[config.mk]
export PLATFORM = sky130hd
export DESIGN_NAME = fft_frame_scheduler
export DESIGN_NICKNAME = d
export VERILOG_FILES = /design/src/rtl/fft_sched_pkg.sv /design/src/rtl/rr_arb2.sv /design/src/rtl/fft_frame_scheduler.sv
export SDC_FILE = /design/constraint.sdc
export NUM_CORES = 1
export LEC_CHECK = 0
export CAP_MARGIN = 20
export CORE_ASPECT_RATIO = 1.2
export CORE_MARGIN = 3
export CORE_UTILIZATION = 33
export DETAILED_ROUTE_END_ITERATION = 12
export GPL_ROUTABILITY_DRIVEN = 0
export HOLD_SLACK_MARGIN = 0.15
export PLACE_DENSITY = 0.73
export SETUP_SLACK_MARGIN = 0.1
export SYNTH_ARGS = -nofsm -noshare
export SYNTH_HDL_FRONTEND = slang
export SYNTH_SLANG_ARGS = --single-unit
[constraint.sdc]
create_clock -name clk -period 9.1 [get_ports clk]
set_clock_uncertainty 0.15 [all_clocks]
set_input_delay 1.82 -clock clk [delete_from_list [all_inputs] [get_ports clk]]
set_output_delay 1.82 -clock clk [all_outputs]
set_load 0.005 [all_outputs]
[src/rtl/fft_sched_pkg.sv]
// Shared types and sizing for the FFT frame scheduler.
// Holds the FSM state encoding and the default frame geometry.
package fft_sched_pkg;

    localparam int unsigned SAMPLE_W      = 16;
    localparam int unsigned N_CH          = 2;
    localparam int unsigned FRAME_LEN_DEF = 512;
    localparam int unsigned BINS_OUT_DEF  = 128;
    localparam int unsigned WDOG_DEF      = 4096;
    localparam int unsigned CNT_W         = 10;
    localparam int unsigned BIN_W         = 8;
    localparam int unsigned WDOG_W        = 13;

    typedef enum logic [2:0] {
        IDLE,
        INIT,
        LOAD,
        DRAIN,
        FIN
    } state_t;

endpackage

[src/rtl/rr_arb2.sv]
// Two-way round-robin arbiter: the pointer picks the winner only under contention,
// then flips so the other requester wins the next contended round.
module rr_arb2
    import fft_sched_pkg::*;
(
    input  logic            clk,
    input  logic            rst,
    input  logic [N_CH-1:0] i_req,
    input  logic            i_en,
    output logic [N_CH-1:0] o_gnt_c
);

    logic r_rr;

    always_ff @(posedge clk or negedge rst) begin
        if (!rst) begin
            r_rr <= 1'b0;
        end else if (i_en && (&i_req)) begin
            r_rr <= ~r_rr;
        end
    end

    always_comb begin
        o_gnt_c = '0;
        case (i_req)
            2'b01:   o_gnt_c = 2'b01;
            2'b10:   o_gnt_c = 2'b10;
            2'b11:   o_gnt_c = r_rr ? 2'b10 : 2'b01;
            default: o_gnt_c = '0;
        endcase
    end

endmodule

[src/rtl/fft_frame_scheduler.sv]
// Shares one FFT between two channels a whole frame at a time: arbitration,
// window/transform stream routing to the granted channel, and a stall watchdog.
module fft_frame_scheduler
    import fft_sched_pkg::*;
#(
    parameter int unsigned FRAME_LEN = FRAME_LEN_DEF,
    parameter int unsigned BINS_OUT  = BINS_OUT_DEF,
    parameter int unsigned WDOG      = WDOG_DEF
) (
    input  logic                clk,
    input  logic                rst,
    input  logic [N_CH-1:0]     req,
    output logic [N_CH-1:0]     gnt,
    output logic [N_CH-1:0]     done,
    output logic                err,
    input  logic [2*SAMPLE_W-1:0] in_data,
    input  logic [N_CH-1:0]     in_valid,
    output logic [N_CH-1:0]     in_rdy,
    output logic                fft_init,
    output logic [SAMPLE_W-1:0] fft_window_data,
    output logic                fft_window_valid,
    input  logic                fft_window_rdy,
    input  logic [SAMPLE_W-1:0] fft_t1_real,
    input  logic [SAMPLE_W-1:0] fft_t1_imag,
    input  logic                fft_t1_valid,
    output logic                fft_t1_rdy,
    input  logic [SAMPLE_W-1:0] fft_t2_real,
    input  logic [SAMPLE_W-1:0] fft_t2_imag,
    input  logic                fft_t2_valid,
    output logic                fft_t2_rdy,
    output logic [SAMPLE_W-1:0] out_t1_real,
    output logic [SAMPLE_W-1:0] out_t1_imag,
    output logic [N_CH-1:0]     out_t1_valid,
    input  logic [N_CH-1:0]     out_t1_rdy,
    output logic [6:0]          out_t1_bin,
    output logic [SAMPLE_W-1:0] out_t2_real,
    output logic [SAMPLE_W-1:0] out_t2_imag,
    output logic [N_CH-1:0]     out_t2_valid,
    input  logic [N_CH-1:0]     out_t2_rdy,
    output logic [6:0]          out_t2_bin
);

    state_t            r_state, w_state_nxt;
    logic [N_CH-1:0]   r_gnt, w_gnt_nxt;
    logic [N_CH-1:0]   r_done, w_done_nxt;
    logic              r_err, w_err_nxt;
    logic              r_init, w_init_nxt;
    logic [CNT_W-1:0]  r_cnt, w_cnt_nxt;
    logic [BIN_W-1:0]  r_bin1, w_bin1_nxt;
    logic [BIN_W-1:0]  r_bin2, w_bin2_nxt;
    logic [WDOG_W-1:0] r_wdog, w_wdog_nxt;

    logic [N_CH-1:0] w_arb_gnt;
    logic            w_arb_en;
    logic            w_g;
    logic            w_busy;
    logic            w_win_hs, w_t1_act, w_t2_act, w_t1_hs, w_t2_hs, w_any_hs;
    logic            w_wdog_fire;

    rr_arb2 u_arb (
        .clk     (clk),
        .rst     (rst),
        .i_req   (req),
        .i_en    (w_arb_en),
        .o_gnt_c (w_arb_gnt)
    );

    assign w_g         = r_gnt[1];
    assign w_busy      = (r_state == LOAD) || (r_state == DRAIN);
    assign w_win_hs    = (r_state == LOAD) && in_valid[w_g] && fft_window_rdy;
    assign w_t1_act    = (r_state == DRAIN) && (r_bin1 < BIN_W'(BINS_OUT));
    assign w_t2_act    = (r_state == DRAIN) && (r_bin2 < BIN_W'(BINS_OUT));
    assign w_t1_hs     = w_t1_act && fft_t1_valid && out_t1_rdy[w_g];
    assign w_t2_hs     = w_t2_act && fft_t2_valid && out_t2_rdy[w_g];
    assign w_any_hs    = w_win_hs || w_t1_hs || w_t2_hs;
    assign w_wdog_fire = w_busy && !w_any_hs && (r_wdog == WDOG_W'(WDOG - 1));

    // Stream routing: only the granted channel ever sees ready/valid.
    always_comb begin
        in_rdy           = '0;
        fft_window_data  = '0;
        fft_window_valid = 1'b0;
        fft_t1_rdy       = 1'b0;
        fft_t2_rdy       = 1'b0;
        out_t1_real      = '0;
        out_t1_imag      = '0;
        out_t1_valid     = '0;
        out_t2_real      = '0;
        out_t2_imag      = '0;
        out_t2_valid     = '0;
        if (r_state == LOAD) begin
            fft_window_data  = w_g ? in_data[2*SAMPLE_W-1:SAMPLE_W] : in_data[SAMPLE_W-1:0];
            fft_window_valid = in_valid[w_g];
            in_rdy[w_g]      = fft_window_rdy;
        end
        if (r_state == DRAIN) begin
            out_t1_real       = fft_t1_real;
            out_t1_imag       = fft_t1_imag;
            out_t2_real       = fft_t2_real;
            out_t2_imag       = fft_t2_imag;
            out_t1_valid[w_g] = w_t1_act && fft_t1_valid;
            out_t2_valid[w_g] = w_t2_act && fft_t2_valid;
            fft_t1_rdy        = w_t1_act && out_t1_rdy[w_g];
            fft_t2_rdy        = w_t2_act && out_t2_rdy[w_g];
        end
    end

    always_comb begin
        w_state_nxt = r_state;
        w_gnt_nxt   = r_gnt;
        w_done_nxt  = '0;
        w_err_nxt   = 1'b0;
        w_init_nxt  = 1'b0;
        w_cnt_nxt   = r_cnt;
        w_bin1_nxt  = r_bin1;
        w_bin2_nxt  = r_bin2;
        w_wdog_nxt  = r_wdog;
        w_arb_en    = 1'b0;
        case (r_state)
            IDLE: begin
                if (|req) begin
                    w_arb_en    = 1'b1;
                    w_gnt_nxt   = w_arb_gnt;
                    w_init_nxt  = 1'b1;
                    w_state_nxt = INIT;
                end
            end
            INIT: begin
                w_cnt_nxt   = '0;
                w_bin1_nxt  = '0;
                w_bin2_nxt  = '0;
                w_wdog_nxt  = '0;
                w_state_nxt = LOAD;
            end
            LOAD: begin
                if (w_win_hs) begin
                    w_cnt_nxt = r_cnt + CNT_W'(1);
                    if (r_cnt == CNT_W'(FRAME_LEN - 1)) begin
                        w_state_nxt = DRAIN;
                    end
                end
            end
            DRAIN: begin
                w_bin1_nxt = r_bin1 + BIN_W'(w_t1_hs);
                w_bin2_nxt = r_bin2 + BIN_W'(w_t2_hs);
                if ((w_bin1_nxt == BIN_W'(BINS_OUT)) && (w_bin2_nxt == BIN_W'(BINS_OUT))) begin
                    w_done_nxt  = r_gnt;
                    w_state_nxt = FIN;
                end
            end
            FIN: begin
                w_gnt_nxt   = '0;
                w_state_nxt = IDLE;
            end
            default: w_state_nxt = IDLE;
        endcase
        // Any handshake re-arms the watchdog; expiry aborts and re-inits the FFT.
        if (w_busy) begin
            w_wdog_nxt = w_any_hs ? '0 : r_wdog + WDOG_W'(1);
            if (w_wdog_fire) begin
                w_wdog_nxt  = '0;
                w_gnt_nxt   = '0;
                w_err_nxt   = 1'b1;
                w_init_nxt  = 1'b1;
                w_state_nxt = IDLE;
            end
        end
    end

    always_ff @(posedge clk or negedge rst) begin
        if (!rst) begin
            r_state <= IDLE;
            r_gnt   <= '0;
            r_done  <= '0;
            r_err   <= 1'b0;
            r_init  <= 1'b0;
            r_cnt   <= '0;
            r_bin1  <= '0;
            r_bin2  <= '0;
            r_wdog  <= '0;
        end else begin
            r_state <= w_state_nxt;
            r_gnt   <= w_gnt_nxt;
            r_done  <= w_done_nxt;
            r_err   <= w_err_nxt;
            r_init  <= w_init_nxt;
            r_cnt   <= w_cnt_nxt;
            r_bin1  <= w_bin1_nxt;
            r_bin2  <= w_bin2_nxt;
            r_wdog  <= w_wdog_nxt;
        end
    end

    assign gnt        = r_gnt;
    assign done       = r_done;
    assign err        = r_err;
    assign fft_init   = r_init;
    assign out_t1_bin = r_bin1[6:0];
    assign out_t2_bin = r_bin2[6:0];

endmodule

## After elaboration in Yosys (flattened, before gate mapping)

Index checks and enable logic that the tools add are counted.

- Output and inout port bits: 109
- Word-level logic and storage cells: 109
- Flip-flop bits (word level): 49
- Input bits: 109

- Add/subtract/negate cells: 4
- $lt $le $gt $ge: 4
- Eq/ne operators: 12
- Multiplexer cells: 49
- Reductions and logical operators: 26
- Bitwise logic cells: 4

Operators with widths:

| operator | count |
|---|---|
| two-way mux 16 bit | 6 |
| two-way mux 13 bit | 4 |
| one-hot mux 8 bit (2 select lines) | 2 |
| one-hot mux 10 bit (2 select lines) | 1 |
| two-way mux 2 bit | 9 |
| two-way mux 3 bit | 6 |
| adder 8 x 1 -> 8 bit | 2 |
| == test 8 bit (second input constant) | 2 |
| less-than comparator 8 bit (second input constant) | 2 |
| two-way mux 1 bit | 16 |
| logical AND 1 bit | 15 |
| adder 13 x 1 -> 13 bit (second input constant) | 1 |
| == test 13 x 12 -> 1 bit (second input constant) | 1 |
| one-hot mux 3 bit (4 select lines) | 1 |
| adder 10 x 1 -> 10 bit (second input constant) | 1 |
| == test 10 x 9 -> 1 bit (second input constant) | 1 |
| two-way mux 10 bit | 1 |
| bitwise AND 2 bit | 3 |
| == test 3 x 2 -> 1 bit (second input constant) | 2 |
| one-hot mux 2 bit (3 select lines) | 1 |
| nonzero test 2 bit | 3 |
| == test 2 bit (second input constant) | 2 |
| one-hot mux 2 bit (2 select lines) | 1 |
| AND reduction 2 bit | 2 |
| other kinds (12) | 14 |

## Depth between registers and ports, before layout

Gate-level depths: netlist of the first run.

- Word-level depth: 11
- Gate-level depth with buffers: 12
- Gate-level depth less buffers: 10

## Modules after synthesis

Synthesis of the first run repeated with hierarchy kept, for this count alone.

- Cell total of the unflattened synthesis: 440
- Area total of the unflattened synthesis: 3,612.2 µm²

Modules (own cells, without submodules):

| module | area each (µm²) | times used | cells each |
|---|---|---|---|
| fft_frame_scheduler | 3,554.7 | 1 | 434 |
| rr_arb2 | 57.6 | 1 | 6 |

## Worst setup path after synthesis of the first run

No wires, ideal clock.

- Path kind: input to output
- Start: input in_valid[0]
- End: output fft_window_valid
- Stages: 2
- Path buffers: 0
- Data arrival time: 2.233 ns
- Slack: 4.897 ns
- Cells stage by stage: mux2_4 > and2_1

- Longest elaborated chain between the ends: 3

Ends and longest elaborated chain:

| element | line | source |
|---|---|---|
| start, declared | fft_frame_scheduler.sv:17 | `input logic [N_CH-1:0] in_valid,` |
| two-way mux 1 bit (not written as such) (2 in series) | fft_frame_scheduler.sv:93 | `fft_window_valid = in_valid[w_g];` |
| two-way mux 1 bit | fft_frame_scheduler.sv:91 | `if (r_state == LOAD) begin` |
| end, declared | fft_frame_scheduler.sv:21 | `output logic fft_window_valid,` |

No other way between the ends. The select of a mux whose other input is x is not followed.

## Worst setup path in the final report of the first run

- Start: input out_t1_rdy[0]
- End: output fft_t1_rdy

- Longest elaborated chain between the ends: 4

Ends and longest elaborated chain:

| element | line | source |
|---|---|---|
| start, declared | fft_frame_scheduler.sv:34 | `input logic [N_CH-1:0] out_t1_rdy,` |
| two-way mux 1 bit (not written as such) (2 in series) | fft_frame_scheduler.sv:103 | `fft_t1_rdy = w_t1_act && out_t1_rdy[w_g];` |
| logical AND 1 bit | fft_frame_scheduler.sv:103 |  |
| two-way mux 1 bit | fft_frame_scheduler.sv:96 | `if (r_state == DRAIN) begin` |
| end, declared | fft_frame_scheduler.sv:26 | `output logic fft_t1_rdy,` |

No other way between the ends. The select of a mux whose other input is x is not followed.

==> results of run 1 <==
==> placed cells by master, fill, tap and decap left out, drive strengths merged, types with 2 or more instances in the layout <==
cell type        n
clkdlybuf4s50  216
and2            68
nor2            50
dfrtp           49
nand2           35
o21ai           30
mux2i           18
nand3           16
nor3            16
xnor2           10
a21oi            9
nand4            7
xor2             7
ha               6
nand2b           5
nor4b            5
or3              5
clkbuf           5
and3             4
buf              4
a21o             3
o31ai            3
a22o             3
inv              2
nand3b           2
o21a             2
and4             2
a22oi            2
nor4             2
or2              2
a32oi            2
nor3b            2
mux2             2
==> state kept, by name (all words and copies together), names as in the netlist <==
signal / flops
r_state: 3
r_cnt: 10
fft_init: 1
gnt: 2
r_bin2: 8
u_arb.r_rr: 1
done: 2
r_wdog: 13
err: 1
r_bin1: 8
==> routing by layer <==
metal	wire, um	vias to the layer above	track usage (%)
met2	6560	174	37.4
met5	0	-	0
li1	-	1795	-
met4	261	0	5.38
met1	4660	1685	24.7
met3	1230	18	6.32
==> how the worst max path moves through the flow <==
stage	startpoint	end	slack, ps	depth (start not counted)
after detailed placement	out_t1_rdy[1]	fft_t1_rdy	3830	4
after global routing	out_t1_rdy[0]	fft_t1_rdy	3770	4
after CTS	r_state[0]$_DFF_PN0_	out_t1_real[2]	3770	4
final	out_t1_rdy[0]	fft_t1_rdy	3830	4
after global placement	out_t1_rdy[0]	fft_t1_rdy	3870	4
after floorplan	in_valid[0]	fft_window_valid	4900	2
==> final cells by class <==
class,count,share of cell area (%)
multi-input combinational,329,35.1
inverter,2,0.129
clock buffer,5,2.16
clock inverter,2,0.604
sequential,49,21.1
timing repair buffer,220,38.2
tap,126,2.72
==> synth_stat cells (3+ instances only) <==
library cell / n / area, sq um
nand2_1: 35 / 131
nor4b_1: 5 / 43.8
xnor2_1: 10 / 87.6
a21o_1: 3 / 22.5
o31ai_1: 3 / 22.5
or3_1: 5 / 31.3
nand3_1: 16 / 80.1
and3_1: 3 / 18.8
nand4_1: 7 / 43.8
a21oi_1: 9 / 45.0
buf_4: 15 / 113
ha_1: 6 / 75.1
xor2_1: 7 / 61.3
mux2i_1: 18 / 180
nor2_1: 48 / 180
o21ai_0: 30 / 150
clkbuf_1: 16 / 60.1
nand2b_1: 5 / 31.3
dfrtp_1: 49 / 1230
buf_2: 3 / 15.0
nor3_1: 15 / 75.1
and2_1: 68 / 425
a22o_1: 3 / 26.3
==> kinds of logic after synthesis <==
| logic type | synth area share [%] |
|---|---|
| fa+ha+maj | 2.16 |
| xor+xnor | 4.28 |
| flops | 35.3 |
| buf+inv | 6.37 |
| compound gates | 11.0 |
| mux | 5.94 |
| simple gates | 35.0 |
==> power by group through the flow <==
stage	registers, mW	logic, mW	clock network (mW)
3_3_place_gp	0.314	0.640	0
2_1_floorplan	0.296	0.311	0
3_5_place_dp	0.314	0.649	0
6_report	0.312	0.652	0.205
4_1_cts	0.311	0.652	0.208
5_1_grt	0.318	0.708	0.218
==> metrics by stage <==
stage          util [%]  power, mW  area (sq um)  hold WS (ps)  cells
2_1_floorplan         -      0.607          3480           308    417
3_3_place_gp       55.2      0.954          5600           326    724
3_5_place_dp       55.2      0.963          5600           334    724
4_1_cts            56.7       1.17          5760           346    731
5_1_grt            57.1       1.24          5800           371    733
6_report           57.1       1.17          5800           344    733
==> qor.csv, run 1 <==
stage,metric,value,unit
worst_hold_path,whs_endpoint,u_arb.r_rr$_DFFE_PN0P_,
cells_and_area,antennaDiodeCount,0,
power,pwr-share-comb,55.8,%
cts,clock_latency,290,ps
global_routing,grt_pass1_wl,19800,um
cts,cts_sinks,49,
setup_path,reg2reg_to,done[1]$_DFF_PN0_,
power,irDropWorstVdd,0.128,mV
cells_and_area,fill_cells,893,
timing,slew_violations,0,
cts,cts_hold_buf,0,
setup_path,worst_r2r_path_depth,10,
routing,drt-initial-drc-count,207,
global_routing,grt_remaining_overflow,0,
setup_path,worstReg2RegStart,r_state[1]$_DFF_PN0_,
die,core_area,10200,sq um
cells_and_area,drive_gt1_share,3.95,%
power,p_leak,2.34,nW
routing,routed_wl,12700,um
cts,cts_tree,yes,
routing,route.detailed.drc,0,
cts,ctsResizeCount,0,
logic_synthesis,ys_types,51,
setup_path,start_kind,input port,
global_routing,grt_max_degree,73,
placed_design,dp.final_hpwl,10400,um
power,powerDensity,201,nW/um^2
logic_synthesis,seq_area_frac_synth,35.3,%
run_status,status,finished clean,
routing,avgRoutedWirePerCell,17.3,um
power,power.clock.fraction,17.5,%
setup_path,slowest_delay,580,ps
setup_path,end_kind,output port,
worst_hold_path,hold_path.class,reg -> reg,
setup_path,crit_family,buffers and inverters,
logic_synthesis,syn_inst,417,
timing,rsz0062_at_grt,false,
global_routing,grt_usage,21.2,%
timing,slew_headroom,39.3,%
routing,ant_nets,0,
job,maxCapViolCount,0,
timing,hold_viol_final,0,
setup_path,path_class,in -> out,
setup_path,cp_slowest_cell,clkdlybuf4s50_1,
cells_and_area,syn_to_final_growth,66.9,%
timing,fmax,0.190,GHz
die,rows,40,
global_routing,grt_pass1_vias,3704,
setup_path,critPathRequiredTime,7130,ps
cts,numCtsBuffers,5,
setup_path,arrival,3300,ps
logic_synthesis,synth_ff_type,dfrtp_1,
setup_path,cpMostUsedCell,clkdlybuf4s50_1,
cells_and_area,multi_input_area,2040,sq um
worst_hold_path,min_delay_path_depth,1,
die,start_util,34.2,%
cells_and_area,ff_latch_area,1230,sq um
timing,worst_slack,3830,ps
logic_synthesis,synth_edf_count,0,
cts,htreeDepth,2,
routing,dr.pass1.iters,4,
die,fp.dieW,99.7,um
cts,post_cts_buffers,0,
routing,via_count,3672,
logic_synthesis,async_reset_ff_share,100,%
die,die_height,118,um
timing,finalSetupTns,0,ps
global_routing,antenna_found_initial,0,
cts,clk_path_buf_depth,2,
power,p_sw,0.411,mW
setup_path,worst-path-max-fanout,2,
logic_synthesis,ys_warn_count,0,
logic_synthesis,synth_nets,532,
cts,clk_pin_slew,60,ps
timing,setup_violations,0,
worst_hold_path,hp-start,u_arb.r_rr$_DFFE_PN0P_,
cts,cts_root_buffer,clkbuf_16,
timing,worst_pin_slew,910,ps
power,seqPwrFrac,26.7,%
placed_design,pre_cts_ws,3830,ps
die,dieArea,11800,sq um
logic_synthesis,synth-seq-cells,49,
timing,period_minus_slack,5270,ps
cells_and_area,final_net_count,722,
setup_path,path_buf_inv,2,
setup_path,path_cells,"clkdlybuf4s50_1, mux2i_1, nor4b_1, clkdlybuf4s50_1",
timing,finalCritPeriodShare,57.9,%
routing,avgViaCountPerCell,5.01,
setup_path,reg2reg_slack,5030,ps
power,switching_share,35.1,%
die,ios,218,
placed_design,port_buffers,217,
power,p_int,0.759,mW
logic_synthesis,synth_area_per_cell,8.34,sq um
logic_synthesis,synth_area,3480,sq um
Power figures use the tool's default switching activity.
==> inputs of run 2 (changes only) <==
PLACE_DENSITY = 0.76   (was 0.73)
clock period = 4.75 ns   (was 9.1 ns; I/O delays follow)
==> run 2 against run 1 <==
  * Via count increased by 2.4%
  * Count of clock-buffer cells in the layout did not move
  * Clock power up 77%
  * Utilization shrank 0.14 points
  * Cell area shrank 0.24%
  * Flip-flop and latch count did not move
  * First-iteration DRC count is 1.9% higher
  * Critical path depth up 1
  * Die area is the same
  * Total power rose by 89%
  * Critical path type is now reg -> out
  * Highest routed layer unchanged
==> qor.csv, run 2 (same netlist as run 1, synthesis figures left out) <==
stage,metric,value,unit
routing,routed_wl,13300,um
timing,slew_violations,0,
setup_path,critPathRequiredTime,3650,ps
routing,drt-initial-drc-count,211,
timing,finalSetupTns,0,ps
global_routing,grt_max_degree,50,
cells_and_area,layout_common_cells,"216 x clkdlybuf4s50_1, 68 x and2_1, 49 x dfrtp_1",
cts,clock_latency,290,ps
run_status,status,finished clean,
placed_design,placed_cells_incl_taps,726,
die,core_area,10200,sq um
global_routing,grt_pass1_wl,20700,um
timing,setup_violations,0,
die,fp.dieW,99.7,um
routing,dr.pass1.iters,5,
power,p_leak,2.33,nW
cts,cts_hold_buf,0,
worst_hold_path,hold_path.class,reg -> reg,
cts,htreeDepth,2,
setup_path,cp_slowest_cell,dfrtp_1,
routing,route.detailed.drc,0,
timing,period_minus_slack,4020,ps
die,rows,40,
placed_design,port_buffers,217,
cells_and_area,fin_util,57.0,%
timing,worst_pin_slew,703,ps
setup_path,path_buf_inv,3,
cts,numCtsBuffers,5,
global_routing,antenna_found_initial,0,
cts,cts_tree,yes,
routing,via_count,3760,
setup_path,worst-path-max-fanout,42,
setup_path,slowest_delay,650,ps
power,total_power,2.21,mW
global_routing,grt_remaining_overflow,0,
power,irDropWorstVdd,0.184,mV
timing,fmax,0.249,GHz
die,die_height,118,um
cells_and_area,largest_register_ffs,13,
routing,avgRoutedWirePerCell,18.1,um
die,dieArea,11800,sq um
timing,hold_viol_final,0,
setup_path,end_kind,output port,
setup_path,arrival,2920,ps
timing,rsz0062_at_grt,false,
global_routing,grt_usage,22.2,%
placed_design,dp.final_hpwl,11100,um
timing,whs,358,ps
cts,post_cts_buffers,0,
cells_and_area,fin_cells,735,
cells_and_area,drive_gt1_share,4.27,%
setup_path,path_class,reg -> out,
job,maxCapViolCount,0,
timing,slew_headroom,53.0,%
cells_and_area,syn_to_final_growth,66.5,%
power,powerDensity,382,nW/um^2
cts,clk_path_buf_depth,2,
global_routing,grt_pass1_vias,3871,
cells_and_area,layout_commonest_cell,clkdlybuf4s50_1,
die,ios,218,
die,start_util,34.2,%
routing,avgViaCountPerCell,5.12,
setup_path,crit_family,buffers and inverters,
cts,cts_sinks,49,
cts,cts_root_buffer,clkbuf_16,
cells_and_area,reg_top3,"r_wdog x13, r_cnt x10",
cts,clk_pin_slew,70,ps
routing,ant_nets,0,
timing,finalCritPeriodShare,84.7,%
cells_and_area,antennaDiodeCount,0,
cells_and_area,fill_cells,909,
setup_path,start_kind,register,
setup_path,path_cells,"inv_1, nor2_4, buf_4, and2_1, clkdlybuf4s50_1",
cells_and_area,max_flop_register,r_wdog,
cells_and_area,final_net_count,723,
cts,ctsResizeCount,0,
==> run 2: final cells by class <==
class / instances / area, sq um / area share [%]
flip-flops and latches: 49 / 1230 / 21.2
clock inverters: 3 / 26.3 / 0.454
multi-input cells: 329 / 2040 / 35.2
clock buffers: 5 / 125 / 2.16
well taps: 126 / 158 / 2.72
repair buffers: 221 / 2210 / 38.2
inverters: 2 / 7.51 / 0.130
==> run 2: worst paths after layout <==
path                       cells after the start  slack (ps)                endpoint              startpoint
setup / recovery                               5         730         out_t2_real[10]    r_state[1]$_DFF_PN0_
hold / removal                                 1         360  u_arb.r_rr$_DFFE_PN0P_  u_arb.r_rr$_DFFE_PN0P_
setup reg to reg                              10         960       done[0]$_DFF_PN0_    r_state[1]$_DFF_PN0_
hold reg to reg                                1         360  u_arb.r_rr$_DFFE_PN0P_  u_arb.r_rr$_DFFE_PN0P_
max in group asynchronous                      2        3460   r_bin2[0]$_DFFE_PN0P_                     rst
min in group asynchronous                      1         460           err$_DFF_PN0_                     rst
==> run 2: stage by stage <==
stage	cell area, sq um	worst slack [ps]
6_report	5790	729
3_3_place_gp	5620	711
5_1_grt	5790	556
3_5_place_dp	5620	639
4_1_cts	5770	719
2_1_floorplan	3480	1580
==> run 2: routing by layer <==
layer	up-vias	share of wire [%]	track usage, %
met5	-	0	0
met4	0	1.1	4.27
met3	8	7.5	5.37
met2	193	55	41.3
met1	1766	37	25.4
li1	1793	-	-
==> run 2: power by group <==
part | internal (mW) | leakage (nW) | switching [mW]
clock network | 0.199 | 0.0680 | 0.163
registers | 0.493 | 0.648 | 0.112
logic | 0.709 | 1.61 | 0.534
